File: config.mk
export PLATFORM = sky130hd
export DESIGN_NAME = instruction_fetch_unit
export DESIGN_NICKNAME = d
export VERILOG_FILES = /design/src/rtl/instruction_fetch_unit.sv
export SDC_FILE = /design/constraint.sdc
export NUM_CORES = 1
export LEC_CHECK = 0
export CORE_UTILIZATION = 45
export CTS_CLUSTER_DIAMETER = 80
export DETAILED_ROUTE_END_ITERATION = 7
export PLACE_DENSITY_LB_ADDON = 0.3
export SYNTH_ARGS = -nofsm -noshare
export SYNTH_HDL_FRONTEND = slang
export SYNTH_SLANG_ARGS = --single-unit
File: constraint.sdc
create_clock -name clk -period 2.35 [get_ports clk]
set_input_delay 0.47 -clock clk [delete_from_list [all_inputs] [get_ports clk]]
set_output_delay 0.47 -clock clk [all_outputs]
set_load 0.02 [all_outputs]
File: src/rtl/instruction_fetch_unit.sv
// instruction_fetch_unit: fetches instruction words from memory one request at
// a time into a small in-order buffer (FIFO_DEPTH entries), tagging every word
// with the address it came from. Branches flush the buffer and redirect the PC.
// A request already in flight when a branch arrives is drained and its data
// discarded.
//
// Optional build macro FETCH_TIMEOUT_EN: when defined, a watchdog counts the
// cycles spent waiting for mem_done. After TIMEOUT cycles it sets the sticky
// fetch_error flag and abandons the request. When undefined, there is no
// watchdog and fetch_error is tied low.
//
// Consumer handshake: instr_valid is high whenever the buffer holds an entry.
// The head entry (instr_out/instr_pc) leaves on a rising edge where both
// instr_valid and instr_ready are high. While instr_valid=1 and
// instr_ready=0, the head stays stable.
module instruction_fetch_unit #(
    parameter int PC_LIMIT   = 12,
    parameter int FIFO_DEPTH = 2,
    parameter int TIMEOUT    = 15
) (
    input  logic        clk,
    input  logic        reset,
    output logic [12:0] mem_address,
    output logic        mem_read,
    output logic        mem_instruction,
    input  logic [12:0] mem_dataOut,
    input  logic        mem_done,
    input  logic        branch_valid,
    input  logic [12:0] branch_target,
    output logic [12:0] instr_out,
    output logic [12:0] instr_pc,
    output logic        instr_valid,
    input  logic        instr_ready,
    output logic        fetch_error,
    output logic [1:0]  state_dbg
);

    typedef enum logic [1:0] {
        S_IDLE  = 2'd0,
        S_WAIT  = 2'd1,
        S_DRAIN = 2'd2
    } state_t;

    localparam logic [12:0] LIMIT = 13'(PC_LIMIT);
    localparam logic [2:0]  DEPTH = 3'(FIFO_DEPTH);
    localparam logic [1:0]  LAST  = 2'(FIFO_DEPTH - 1);

    state_t      state;
    state_t      state_next;
    logic [12:0] pc;
    logic [12:0] req_addr;
    logic [12:0] pc_inc;
    logic [12:0] target_clamped;
    logic        issue;
    logic        push;
    logic        pop;
    logic        flush;
    logic        timeout_hit;

    // Buffer storage. The arrays are always four entries deep, so pointers
    // are always 2 bits. Only the first FIFO_DEPTH entries are ever used.
    logic [12:0] data_q [0:3];
    logic [12:0] pc_q   [0:3];
    logic [1:0]  rd_ptr;
    logic [1:0]  wr_ptr;
    logic [2:0]  count;

    function automatic logic [1:0] ptr_inc(input logic [1:0] p);
        return (p == LAST) ? 2'd0 : p + 2'd1;
    endfunction

    assign pc_inc         = (pc == LIMIT) ? 13'd0 : pc + 13'd1;
    assign target_clamped = (branch_target > LIMIT) ? 13'd0 : branch_target;

    assign instr_valid     = (count != 3'd0);
    assign instr_out       = instr_valid ? data_q[rd_ptr] : 13'd0;
    assign instr_pc        = instr_valid ? pc_q[rd_ptr] : 13'd0;
    assign pop             = instr_valid && instr_ready;
    assign mem_read        = (state != S_IDLE);
    assign mem_instruction = mem_read;
    assign mem_address     = req_addr;
    assign state_dbg       = state;

    // State register
    always_ff @(posedge clk or negedge reset) begin
        if (!reset) state <= S_IDLE;
        else        state <= state_next;
    end

    // Next-state logic and per-cycle control strobes. A branch has priority
    // over any push or pop in the same cycle.
    always_comb begin
        state_next = state;
        issue      = 1'b0;
        push       = 1'b0;
        flush      = 1'b0;
        case (state)
            S_IDLE: begin
                if (branch_valid) begin
                    flush = 1'b1;
                end else if (count < DEPTH) begin
                    issue      = 1'b1;
                    state_next = S_WAIT;
                end
            end
            S_WAIT: begin
                if (branch_valid) begin
                    // Data arriving with the branch is stale. Without data,
                    // the request is still open and has to be drained.
                    flush      = 1'b1;
                    state_next = (mem_done || timeout_hit) ? S_IDLE : S_DRAIN;
                end else if (mem_done) begin
                    push       = 1'b1;
                    state_next = S_IDLE;
                end else if (timeout_hit) begin
                    // IDLE re-issues the same PC after one cycle with mem_read low.
                    state_next = S_IDLE;
                end
            end
            S_DRAIN: begin
                if (branch_valid) flush = 1'b1;
                if (mem_done || timeout_hit) state_next = S_IDLE;
            end
            default: state_next = S_IDLE;
        endcase
    end

    // Program counter. Only a completed fetch advances it. A branch reloads it.
    always_ff @(posedge clk or negedge reset) begin
        if (!reset) begin
            pc <= 13'd0;
        end else if (flush) begin
            pc <= target_clamped;
        end else if (push) begin
            pc <= pc_inc;
        end
    end

    // Address of the request in flight. It is captured at issue so that it
    // survives a branch during DRAIN.
    always_ff @(posedge clk or negedge reset) begin
        if (!reset) begin
            req_addr <= 13'd0;
        end else if (issue) begin
            req_addr <= pc;
        end
    end

    // Instruction buffer. A flush empties it. A simultaneous push and pop
    // leaves the occupancy unchanged.
    always_ff @(posedge clk or negedge reset) begin
        if (!reset) begin
            rd_ptr <= 2'd0;
            wr_ptr <= 2'd0;
            count  <= 3'd0;
            for (int i = 0; i < 4; i++) begin
                data_q[i] <= 13'd0;
                pc_q[i]   <= 13'd0;
            end
        end else if (flush) begin
            rd_ptr <= 2'd0;
            wr_ptr <= 2'd0;
            count  <= 3'd0;
        end else begin
            if (push) begin
                data_q[wr_ptr] <= mem_dataOut;
                pc_q[wr_ptr]   <= pc;
                wr_ptr         <= ptr_inc(wr_ptr);
            end
            if (pop) rd_ptr <= ptr_inc(rd_ptr);
            case ({push, pop})
                2'b10:   count <= count + 3'd1;
                2'b01:   count <= count - 3'd1;
                default: count <= count;
            endcase
        end
    end

`ifdef FETCH_TIMEOUT_EN
    localparam int TW = (TIMEOUT < 2) ? 1 : $clog2(TIMEOUT);

    logic [TW-1:0] to_cnt;
    logic          err_q;

    assign timeout_hit = (state != S_IDLE) && !mem_done && (to_cnt == TW'(TIMEOUT - 1));
    assign fetch_error = err_q;

    // Count cycles spent in WAIT/DRAIN. Restart on every state change.
    always_ff @(posedge clk or negedge reset) begin
        if (!reset) begin
            to_cnt <= '0;
        end else if (state == S_IDLE || state_next != state) begin
            to_cnt <= '0;
        end else begin
            to_cnt <= to_cnt + TW'(1);
        end
    end

    // Sticky error flag. Only reset clears it.
    always_ff @(posedge clk or negedge reset) begin
        if (!reset) begin
            err_q <= 1'b0;
        end else if (timeout_hit) begin
            err_q <= 1'b1;
        end
    end
`else
    logic unused_timeout;

    assign timeout_hit    = 1'b0;
    assign fetch_error    = 1'b0;
    assign unused_timeout = (TIMEOUT > 0);
`endif

endmodule

Word-level counts from Yosys, hierarchy flattened

Cells that the tools add are included.

Register bits after elaboration: 139
Output and inout port bits: 45
Input port bits: 31

Magnitude comparators: 5
Mux-type cells: 38
Add/sub/neg operators: 5
Bitwise operators: 3
Eq/ne operators: 9
Reductions and logical operators: 11

Operators by type and width:

| kind                    | number |
|---|---|
| $mux W13                | 11 |
| $bwmux W52              | 2 |
| $bmux W13 S2            | 2 |
| $demux W13 S2           | 1 |
| $mux W2                 | 11 |
| $add A13 B1 Y13 const B | 1 |
| $eq A13 B4 Y1 const B   | 1 |
| $gt A13 B4 Y1 const B   | 1 |
| $eq A2 B1 Y1 const B    | 4 |
| $mux W1                 | 8 |
| $ge A3 B3 Y1 const B    | 2 |
| $not A2 Y3              | 2 |
| $pmux W2 S3             | 1 |
| $pmux W3 S2             | 1 |
| $reduce_bool A2 Y1      | 3 |
| $reduce_bool A3 Y1      | 2 |
| $add A2 B1 Y2 const B   | 2 |
| $eq A2 B2 Y1 const B    | 2 |
| $ne A2 B2 Y1 const B    | 2 |
| $reduce_and A2 Y1       | 2 |
| $add A3 B1 Y3 const B   | 1 |
| $lt A3 B1 Y1 const B    | 1 |
| $lt A3 B2 Y1 const B    | 1 |
| $mux W3                 | 1 |
| 5 further kinds         | 6 |

Depth between registers and ports, before layout

Gate-level depths: netlist of the first run.

Depth in word-level cells: 6
Gate-level depth with buffers: 7
Mapped depth without buffers: 6

Worst setup path before layout of the first run

No wires, ideal clock.

Path type: reg2out
Start: reg rd_ptr[0]
End: out instr_pc[0]
Buffers on the path: 2
Data arrival time: 1.547 ns
Stages on the path, launching flop included: 5
Path slack: 0.333 ns
Data required time: 1.880 ns
Cell sequence: dfrtp_1 -> buf_4 -> buf_2 -> mux4_2 -> and2_1

Cells in the longest elaborated chain, start to end: 5

RTL lines:

| element                                      | RTL line | text |
|---|---|---|
| from (decl)                                  | 64       | `logic [1:0] rd_ptr;` |
| from (signal assigned)                       | 170      | `if (pop) rd_ptr <= ptr_inc(rd_ptr);` |
| $not A2 Y3 (not written as such)             | 77       | `assign instr_pc = instr_valid ? pc_q[rd_ptr] : 13'd0;` |
| $bmux W13 S2                                 | 77       |  |
| $mux W13 (not written as such) (2 in series) | 77       |  |
| $mux W13                                     | 77       |  |
| to (decl)                                    | 31       | `output logic [12:0] instr_pc,` |

No other way between the ends. The select of a mux whose other input is x is not followed.

Worst setup path in the final report of the first run

Start: reg rd_ptr[0]
End: out instr_pc[1]

The elaborated chain is that of the path after synthesis.

==> results.sh, run 1 <==
export IMPL_powerDensity_nw_per_um2=973
export IMPL_ys_flop_type="dfrtp_1"
export IMPL_fin_tns_setup_ns=-0.000650
export IMPL_grt_pass1_vias=4546
export IMPL_critPathBufInv=3
export IMPL_synth_seq_area_share_pct=52.0
export IMPL_fin_crit_ns=2.35
export IMPL_critPathKind="flop to output port"
export IMPL_crit_required_ns=1.88
export IMPL_rsz0062_at_grt="true"
export IMPL_area_growth_pct=28.1
export IMPL_finalPower_uw=8340
export IMPL_die_y_um=124
export IMPL_drive_above_1_share_pct=45.4
export IMPL_clk_pin_slew_ns=0.06
export IMPL_p_leak_uw=0.00411
export IMPL_path_cells="buf_12, buf_12, mux4_2, and2_4, buf_6"
export IMPL_max_stage_delay_ns=0.50
export IMPL_wl_per_cell_um=19.1
export IMPL_cp_depth=5
export IMPL_rows=44
export IMPL_yosysMostFrequentCell="dfrtp_1"
export IMPL_synth_cells=470
export IMPL_rrSetupSlack_ns=0.43
export IMPL_setup_violations=1
export IMPL_synth_edf_count=0
export IMPL_grt_usage_pct=20.6
export IMPL_synth_distinct_cells=57
export IMPL_cts_sinks=139
export IMPL_path_common_cell="buf_12"
export IMPL_failed_checks="setup timing"
export IMPL_antennaDiodeCount=0
export IMPL_cp_slowest_cell="mux4_2"
export IMPL_finalNetCount=598
export IMPL_synth_commonest_cells="139 x dfrtp_1, 77 x mux2_2, 32 x mux2_4"
export IMPL_die_area_um2=15400
export IMPL_start_util_pct=46.1
export IMPL_netlist_area_um2=6690
export IMPL_clkLatencyLatePin_ns=0.41
export IMPL_yosysWarnings=0
export IMPL_ys_async_sr_fraction_pct=100
export IMPL_outcome="finished, violations left"
export IMPL_ant_nets=0
export IMPL_ff2ff_path_depth=6
export IMPL_cp_arrival_ns=1.88
export IMPL_synth_area_per_cell_um2=14.2
export IMPL_met2_usage_pct=32.9
export IMPL_endpoint_kind="output port"
export IMPL_synth_top_area_share_pct=52.0
export IMPL_via_count=4241
export IMPL_grt_max_degree=50
export IMPL_yosys_top_cells_area="dfrtp_1 52%, mux2_2 13%, mux4_2 8.7%"
export IMPL_clock_root_buffer="clkbuf_16"
export IMPL_cts_buffers=17
export IMPL_coreArea_um2=14500
export IMPL_clock_path_buffers=2
export IMPL_period_share_pct=100
export IMPL_hold_viol=0
export IMPL_cts_hold_buf=0
export IMPL_met1_usage_pct=28.0
export IMPL_grt_busiest_layer="met2"
export IMPL_pin_count=76
export IMPL_cp_max_fo=5
export IMPL_skew_ns=0.00699
export IMPL_final_area_um2=8570
export IMPL_grt_use_met3_pct=5.22
export IMPL_drcViolationCount=0
export IMPL_die_width_um=124
export IMPL_place_ws_ns=0.0248
export IMPL_htreeDepth=4
export IMPL_grt_first_pass_wirelength_um=23600
export IMPL_timing_rr_end="count[2]"
export IMPL_start_kind="flop"
export IMPL_timing_final_ws_setup_ns=-0.000650
export IMPL_startpoint="rd_ptr[0]"
export IMPL_final_util_pct=59.0
export IMPL_drv_cap=0
export IMPL_antenna_found_initial=0
export IMPL_cts_tree="built"
export IMPL_placed_cell_area_um2=7800
export IMPL_slew_viol_final=0
export IMPL_syn_num_nets=504
export IMPL_viasPerCell=5.57
export IMPL_dp_hpwl_um=9290
export IMPL_place_gp_congestion=0.835
export IMPL_r2r_start="state_dbg[0]"
export IMPL_fmax_ghz=0.425
export IMPL_critical_path_top_delay_family="multiplexers"
export IMPL_synth_top_area_cell="dfrtp_1"
export IMPL_first_pass_iters=6
export IMPL_wl_um=14500
export IMPL_hold_path_class="primary input to asynchronous set/reset pin"
export IMPL_peakVddDrop_mv=0.566
export IMPL_ys_seq_elements=139
export IMPL_portBuffers=74
export IMPL_critPathCapture="instr_pc[1]"
export IMPL_grt_overflow_total=0
export IMPL_drt_initial_drc_count=244
flip-flops by register name (all words and copies together), names as in the netlist:
signal       count
mem_address     13
pc              13
wr_ptr           2
pc_q            52
count            3
state_dbg        2
data_q          52
rd_ptr           2
layout make-up:
cell class / instances / area, um2
fill: 1171 / 5960
sequential: 139 / 3480
multi-input combinational: 292 / 3030
timing repair buffer: 110 / 1170
clock buffer: 27 / 553
tap: 184 / 230
clock inverter: 5 / 100
inverter: 4 / 15.0
power breakdown:
group	switching [uW]	leakage [uW]	total, uW	internal (uW)
clock network	961	0.000326	2880	1920
logic	1140	0.00188	2540	1400
registers	223	0.00190	2920	2690
total	2330	0.00411	8340	6010
layout by cell type (no fill, tap or decap), types with 19 or more instances in the layout:
cell,netlist,final
clkdlybuf4s50_1,0,46
mux4_2,26,26
buf_6,7,20
dfrtp_1,139,138
clkbuf_16,0,19
mux2_2,77,77
and2_4,0,22
buf_4,8,28
nand2_1,23,23
mux2_4,32,32
worst reg2reg max path: cells and delay by family (launching register included):
family | cells | cell delay (ns)
compound gates | 1 | 0.12
flops | 1 | 0.55
fa+ha+maj | 1 | 0.38
simple gates | 4 | 0.75
metal layers:
layer	routed length [um]	share of wire, %	vias to the layer above
li1	-	-	1915
met1	6620	46	2207
met2	7130	49	110
met3	689	4.7	9
met4	89	0.61	0
met5	0	0	-
cells by family after synthesis:
group	share of synthesized area, %
other	0.0560
AOI/OAI and AO/OA	4.95
and+or+nand+nor	9.12
buffers and inverters	3.64
muxes	29.2
DFF	52.0
xor gates and xnor gates	0.393
adders and majority gates	0.673
metrics by stage:
stage	instances	hold slack, ns
6_report	761	0.00806
5_1_grt	761	0.0220
4_1_cts	760	0.00764
3_5_place_dp	725	0.451
3_3_place_gp	725	0.441
2_1_floorplan	470	0.174
worst min path at each step:
stage                      from    endpoint  slack [ns]  depth (start not counted)
after floorplan           reset    count[0]        0.17                          0
after global placement    reset  data_q[40]        0.44                          1
after detailed placement  reset  data_q[40]        0.45                          1
after CTS                 reset  data_q[40]       0.008                          1
after global routing      reset  data_q[14]        0.02                          1
final                     reset  data_q[40]       0.008                          1
timing repair:
item / 4_1_cts / 5_1_grt
setup buffers: 3 / 0
hold endpoints to repair: 0 / 0
cloned: 0 / 2
pin swaps: 1 / 15
endpoints found under the setup margin: 27 / 25
gates resized for setup: 112 / 57
Note: power is estimated with default switching activity, not from simulation.
==> inputs of run 2 (changes only) <==
- CELL_PAD_IN_SITES_DETAIL_PLACEMENT: default -> 1
- CELL_PAD_IN_SITES_GLOBAL_PLACEMENT: default -> 2
- CORE_UTILIZATION: 45 -> 36
- clock period: 2.35 -> 1.9 ns (I/O delays scaled with it)
==> run 2 against run 1 <==
Against the previous run:
- the run ends with DRC, setup timing left
- non-clock buffer count is 36 higher
- worst hold slack better by 0.47 ns
- routed wire length is 19% higher
- via count is 4.6% higher
- sequential share of layout area is 2.0 points lower
- first-iteration DRC count is 30% lower
- critical path depth is 1 lower
- final cell count is 10% higher
- largest power group is now combinational logic
- highest routed layer unchanged
==> results.sh, run 2 (synthesis results as in run 1) <==
export IMPL_rsz0062_at_grt="true"
export IMPL_skew_ns=0.00790
export IMPL_cp_max_fo=7
export IMPL_timing_final_ws_setup_ns=-0.370
export IMPL_antenna_found_initial=0
export IMPL_maxSlewHeadroom_pct=59.9
export IMPL_cts_buffers=17
export IMPL_grt_usage_pct=19.1
export IMPL_grt_overflow_total=0
export IMPL_die_y_um=138
export IMPL_antennaDiodeCount=0
export IMPL_period_share_pct=119
export IMPL_hold_viol=0
export IMPL_clock_root_buffer="clkbuf_16"
export IMPL_setup_violations=27
export IMPL_cts_sinks=139
export IMPL_drcViolationCount=10
export IMPL_multi_input_area_um2=3100
export IMPL_clkLatencyLatePin_ns=0.42
export IMPL_seqPwrFrac_pct=33.7
export IMPL_place_ws_ns=-0.363
export IMPL_critPathKind="flop to output port"
export IMPL_ant_nets=0
export IMPL_place_gp_congestion=0.821
export IMPL_grt_first_pass_wirelength_um=28000
export IMPL_grt_max_degree=57
export IMPL_area_growth_pct=34.8
export IMPL_critPathBufInv=2
export IMPL_path_cells="buf_12, mux4_2, and2_4, buf_6"
export IMPL_slew_viol_final=0
export IMPL_rows=49
export IMPL_start_util_pct=37.0
export IMPL_p_leak_uw=0.00429
export IMPL_outcome="finished, violations left"
export IMPL_wl_per_cell_um=20.6
export IMPL_first_pass_iters=8
export IMPL_crit_required_ns=1.52
export IMPL_clk_pin_slew_ns=0.06
export IMPL_cts_tree="built"
export IMPL_viasPerCell=5.28
export IMPL_fin_crit_ns=2.27
export IMPL_pin_count=76
export IMPL_fillers=1738
export IMPL_failed_checks="DRC, setup timing"
export IMPL_ff_latch_area_um2=3480
export IMPL_coreArea_um2=18100
export IMPL_cp_arrival_ns=1.89
export IMPL_grt_pass1_vias=5098
export IMPL_finalNetCount=634
export IMPL_cp_slowest_cell="mux4_2"
export IMPL_intPower_uw=7490
export IMPL_peakVddDrop_mv=0.542
export IMPL_drv_cap=0
export IMPL_portBuffers=74
export IMPL_die_area_um2=19100
export IMPL_p_clk_share_pct=30.7
export IMPL_max_stage_delay_ns=0.53
export IMPL_via_count=4438
export IMPL_final_common_cell="dfrtp_1"
export IMPL_p_sw_uw=3160
export IMPL_critical_path_top_delay_family="multiplexers"
export IMPL_hold_path_class="flop to flop"
export IMPL_endpoint_kind="output port"
export IMPL_start_kind="flop"
export IMPL_fmax_ghz=0.441
export IMPL_wl_um=17300
export IMPL_swShare_pct=29.7
export IMPL_reg_top3="data_q x52, pc_q x52"
export IMPL_layout_common_cells="136 x dfrtp_1, 77 x mux2_2, 50 x buf_4"
export IMPL_drive_above_1_share_pct=51.1
export IMPL_clock_path_buffers=2
export IMPL_comb_power_share_pct=35.6
export IMPL_powerDensity_nw_per_um2=1180
export IMPL_htreeDepth=4
export IMPL_die_width_um=138
export IMPL_drt_initial_drc_count=170
export IMPL_tightest_slew_ns=0.601
export IMPL_dp_hpwl_um=11000
export IMPL_finalPower_uw=10600
[run 2: cell types whose count changed in the layout (fill, tap and decap cells not counted), moves of 3 or more]
cell	before	now
and2_1	8	4
clkdlybuf4s50_1	46	42
and2_4	22	26
buf_8	0	3
buf_4	28	50
buf_2	3	0
nor3_1	5	2
buf_6	20	31
clkbuf_8	9	4
[run 2: tightest hold or removal path, cell delays in order (launching register included)]
cell and delay, ns:
dfrtp_1 0.33, nand2_1 0.05, o21ai_0 0.06
[run 2: timing repair]
item | 4_1_cts | 5_1_grt
gates cloned | 2 | 2
hold buffers | 1 | 0
pin swaps | 28 | 5
endpoints found under the setup margin | 31 | 39
gates resized for setup | 206 | 15
setup buffers | 3 | 5
hold endpoints to repair | 50 | 0
[run 2: through the flow]
step / utilization [%] / area, um2 / instances / hold slack, ns / setup TNS, ns
after floorplan: - / 6700 / 470 / 0.0844 / 0
after global placement: 44.7 / 8090 / 799 / 0.388 / -36.21
after detailed placement: 44.7 / 8090 / 799 / 0.403 / -41.84
after CTS: 49.2 / 8910 / 835 / 0.479 / -8.98
after global routing: 49.9 / 9030 / 840 / 0.500 / -10.48
final: 49.9 / 9030 / 840 / 0.474 / -8.42
[run 2: power groups by stage]
stage / clock (uW) / combinational (uW) / sequential [uW]
after floorplan: 0 / 1740 / 3600
after global placement: 0 / 2970 / 3590
after detailed placement: 0 / 3060 / 3630
after CTS: 3330 / 3790 / 3580
after global routing: 3460 / 4030 / 3640
final: 3270 / 3790 / 3590
[run 2: area by class of cell]
| cell class | count | area share [%] |
|---|---|---|
| multi-input cells | 292 | 34.4 |
| clock inverters | 7 | 0.998 |
| repair buffers | 146 | 17.3 |
| inverters | 4 | 0.166 |
| well taps | 229 | 3.17 |
| clock buffers | 23 | 5.41 |
| flip-flops and latches | 139 | 38.6 |
[run 2: worst paths after layout]
| path | slack, ns | depth (start not counted) | to | from |
|---|---|---|---|---|
| setup / recovery | -0.37 | 4 | instr_pc[5] | rd_ptr[0] |
| hold / removal | 0.47 | 2 | pc_q[0] | pc_q[0] |
| setup reg to reg | 0.03 | 7 | pc_q[25] | state_dbg[1] |
| hold reg to reg | 0.47 | 2 | pc_q[0] | pc_q[0] |
| max in group asynchronous | 0.77 | 3 | pc_q[40] | reset |
| min in group asynchronous | 0.52 | 2 | data_q[0] | reset |
[run 2: metal layers]
metal / up-vias / share of wire, % / GRT usage [%]
met5: - / 0 / 0
met4: 0 / 1.2 / 5.38
met3: 19 / 3.0 / 4.23
met2: 90 / 51 / 33.1
met1: 2345 / 45 / 24.0
li1: 1984 / - / -
==> inputs of run 3 (changes only) <==
- CELL_PAD_IN_SITES_DETAIL_PLACEMENT: 1 -> 0
- CELL_PAD_IN_SITES_GLOBAL_PLACEMENT: 2 -> 1
- CORE_UTILIZATION: 36 -> 45
- DONT_BUFFER_PORTS: default -> 1
==> run 3 against run 2 <==
Against the previous run:
- first-iteration DRC count grew 25%
- routed wire length fell by 19%
- via count shrank 11%
- final cell count fell by 17%
- the flow finishes with violations (hold timing, setup timing)
- die area is 20% lower
- register-to-register slack better by 0.07 ns
- clock skew decreased by 0.0015 ns
- largest power group is now registers
- clock power rose by 4%
- non-clock buffer count is 99 lower
- combinational power fell by 28%
- sequential cell count is the same
- sequential share of layout area grew 5.4 points
==> results.sh, run 3 (synthesis results as in run 1) <==
export IMPL_drt_initial_drc_count=213
export IMPL_layout_common_cells="136 x dfrtp_1, 77 x mux2_2, 36 x buf_4"
export IMPL_fin_tns_setup_ns=-6.16
export IMPL_cp_max_fo=7
export IMPL_place_gp_congestion=0.808
export IMPL_slew_viol_final=0
export IMPL_reg_top3="data_q x52, pc_q x52"
export IMPL_area_growth_pct=18.2
export IMPL_drcViolationCount=0
export IMPL_clk_pin_slew_ns=0.06
export IMPL_hold_viol=139
export IMPL_wl_per_cell_um=20.1
export IMPL_grt_usage_pct=19.7
export IMPL_pin_count=76
export IMPL_viasPerCell=5.65
export IMPL_drive_above_1_share_pct=49.9
export IMPL_fmax_ghz=0.461
export IMPL_powerDensity_nw_per_um2=1230
export IMPL_finalNetCount=535
export IMPL_grt_max_degree=140
export IMPL_die_width_um=124
export IMPL_cp_arrival_ns=1.79
export IMPL_hold_path_class="primary input to asynchronous set/reset pin"
export IMPL_portBuffers=0
export IMPL_p_leak_uw=0.00381
export IMPL_start_kind="flop"
export IMPL_dp_hpwl_um=8870
export IMPL_die_y_um=124
export IMPL_setup_violations=26
export IMPL_first_pass_iters=4
export IMPL_outcome="finished, violations left"
export IMPL_place_ws_ns=0.0575
export IMPL_final_common_cell="dfrtp_1"
export IMPL_die_area_um2=15400
export IMPL_period_share_pct=114
export IMPL_wl_um=14000
export IMPL_cts_sinks=139
export IMPL_peakVddDrop_mv=0.679
export IMPL_ant_nets=0
export IMPL_rows=44
export IMPL_clock_path_buffers=2
export IMPL_clock_root_buffer="clkbuf_16"
export IMPL_crit_required_ns=1.52
export IMPL_via_count=3940
export IMPL_start_util_pct=46.1
export IMPL_endpoint_kind="output port"
export IMPL_fin_crit_ns=2.17
export IMPL_drv_cap=0
export IMPL_timing_hold_ws_ns=-0.328
export IMPL_rsz0062_at_grt="true"
export IMPL_antenna_found_initial=0
export IMPL_grt_overflow_total=0
export IMPL_antennaDiodeCount=0
export IMPL_coreArea_um2=14500
export IMPL_htreeDepth=4
export IMPL_grt_pass1_vias=4302
export IMPL_critPathKind="flop to output port"
export IMPL_grt_first_pass_wirelength_um=22500
export IMPL_finalPower_uw=9720
export IMPL_skew_ns=0.00641
export IMPL_cts_tree="built"
export IMPL_failed_checks="hold timing, setup timing"
export IMPL_clkLatencyLatePin_ns=0.40
export IMPL_timing_final_ws_setup_ns=-0.269
export IMPL_cts_buffers=17
==> run 3: cell types whose count changed in the layout (fill, tap and decap cells not counted), moves of 4 or more <==
| cell | before | now |
|---|---|---|
| clkdlybuf4s50_1 | 42 | 0 |
| buf_12 | 11 | 7 |
| buf_4 | 50 | 36 |
| clkbuf_8 | 4 | 9 |
| buf_6 | 31 | 1 |
==> run 3: worst max-delay path, cell delays in order, from the launching register on <==
cell,delay [ns]
dfrtp_2,0.37
buf_12,0.14
buf_12,0.14
mux4_2,0.53
and2_4,0.20
==> run 3: final cells by class <==
| cell class | instances | area (um2) |
|---|---|---|
| well taps | 184 | 230 |
| flip-flops and latches | 139 | 3480 |
| clock inverters | 5 | 77.6 |
| fillers | 1197 | 6620 |
| clock buffers | 26 | 549 |
| multi-input cells | 292 | 3070 |
| inverters | 4 | 15.0 |
| repair buffers | 47 | 487 |
==> run 3: power breakdown <==
part           switching (uW)  total [uW]  internal [uW]  leakage [uW]
logic                    1310        2740           1430       0.00160
registers                 244        3580           3340       0.00190
clock network            1160        3400           2240      0.000310
==> run 3: through the flow <==
stage	hold WS, ns	instances	util, %	instance area, um2
2_1_floorplan	0.0844	470	-	6700
3_3_place_gp	0.0897	659	48.6	7060
3_5_place_dp	0.0903	659	48.6	7060
4_1_cts	-0.351	693	53.2	7720
5_1_grt	-0.363	697	54.4	7910
6_report	-0.328	697	54.4	7910
==> run 3: final timing paths <==
kind,end,from,cells past startpoint,slack (ns)
min in group clk,state_dbg[1],mem_done,1,0.03
max,instr_pc[7],rd_ptr[0],4,-0.27
min reg2reg,pc_q[1],pc_q[1],2,0.49
max in group asynchronous,rd_ptr[0],reset,0,2.03
min,data_q[26],reset,0,-0.33
max reg2reg,data_q[9],state_dbg[1],5,0.10
==> run 3: layer usage <==
layer  routed length [um]  global-route usage (%)  part of all wire (%)  vias up
met5                    0                       0                     0        -
met4                  131                    5.65                  0.94        0
met3                  659                    5.49                   4.7        8
met2                 6840                    31.8                    49      101
met1                 6370                    25.9                    45     2055
li1                     -                       -                     -     1776
==> run 3: repair_timing <==
action                                  CTS  global route
buffers inserted                          3             2
pin swaps                                 0             1
hold endpoints to repair                139           139
endpoints found under the setup margin   27            32
gates resized for setup                   8            57
cloned                                    0             2
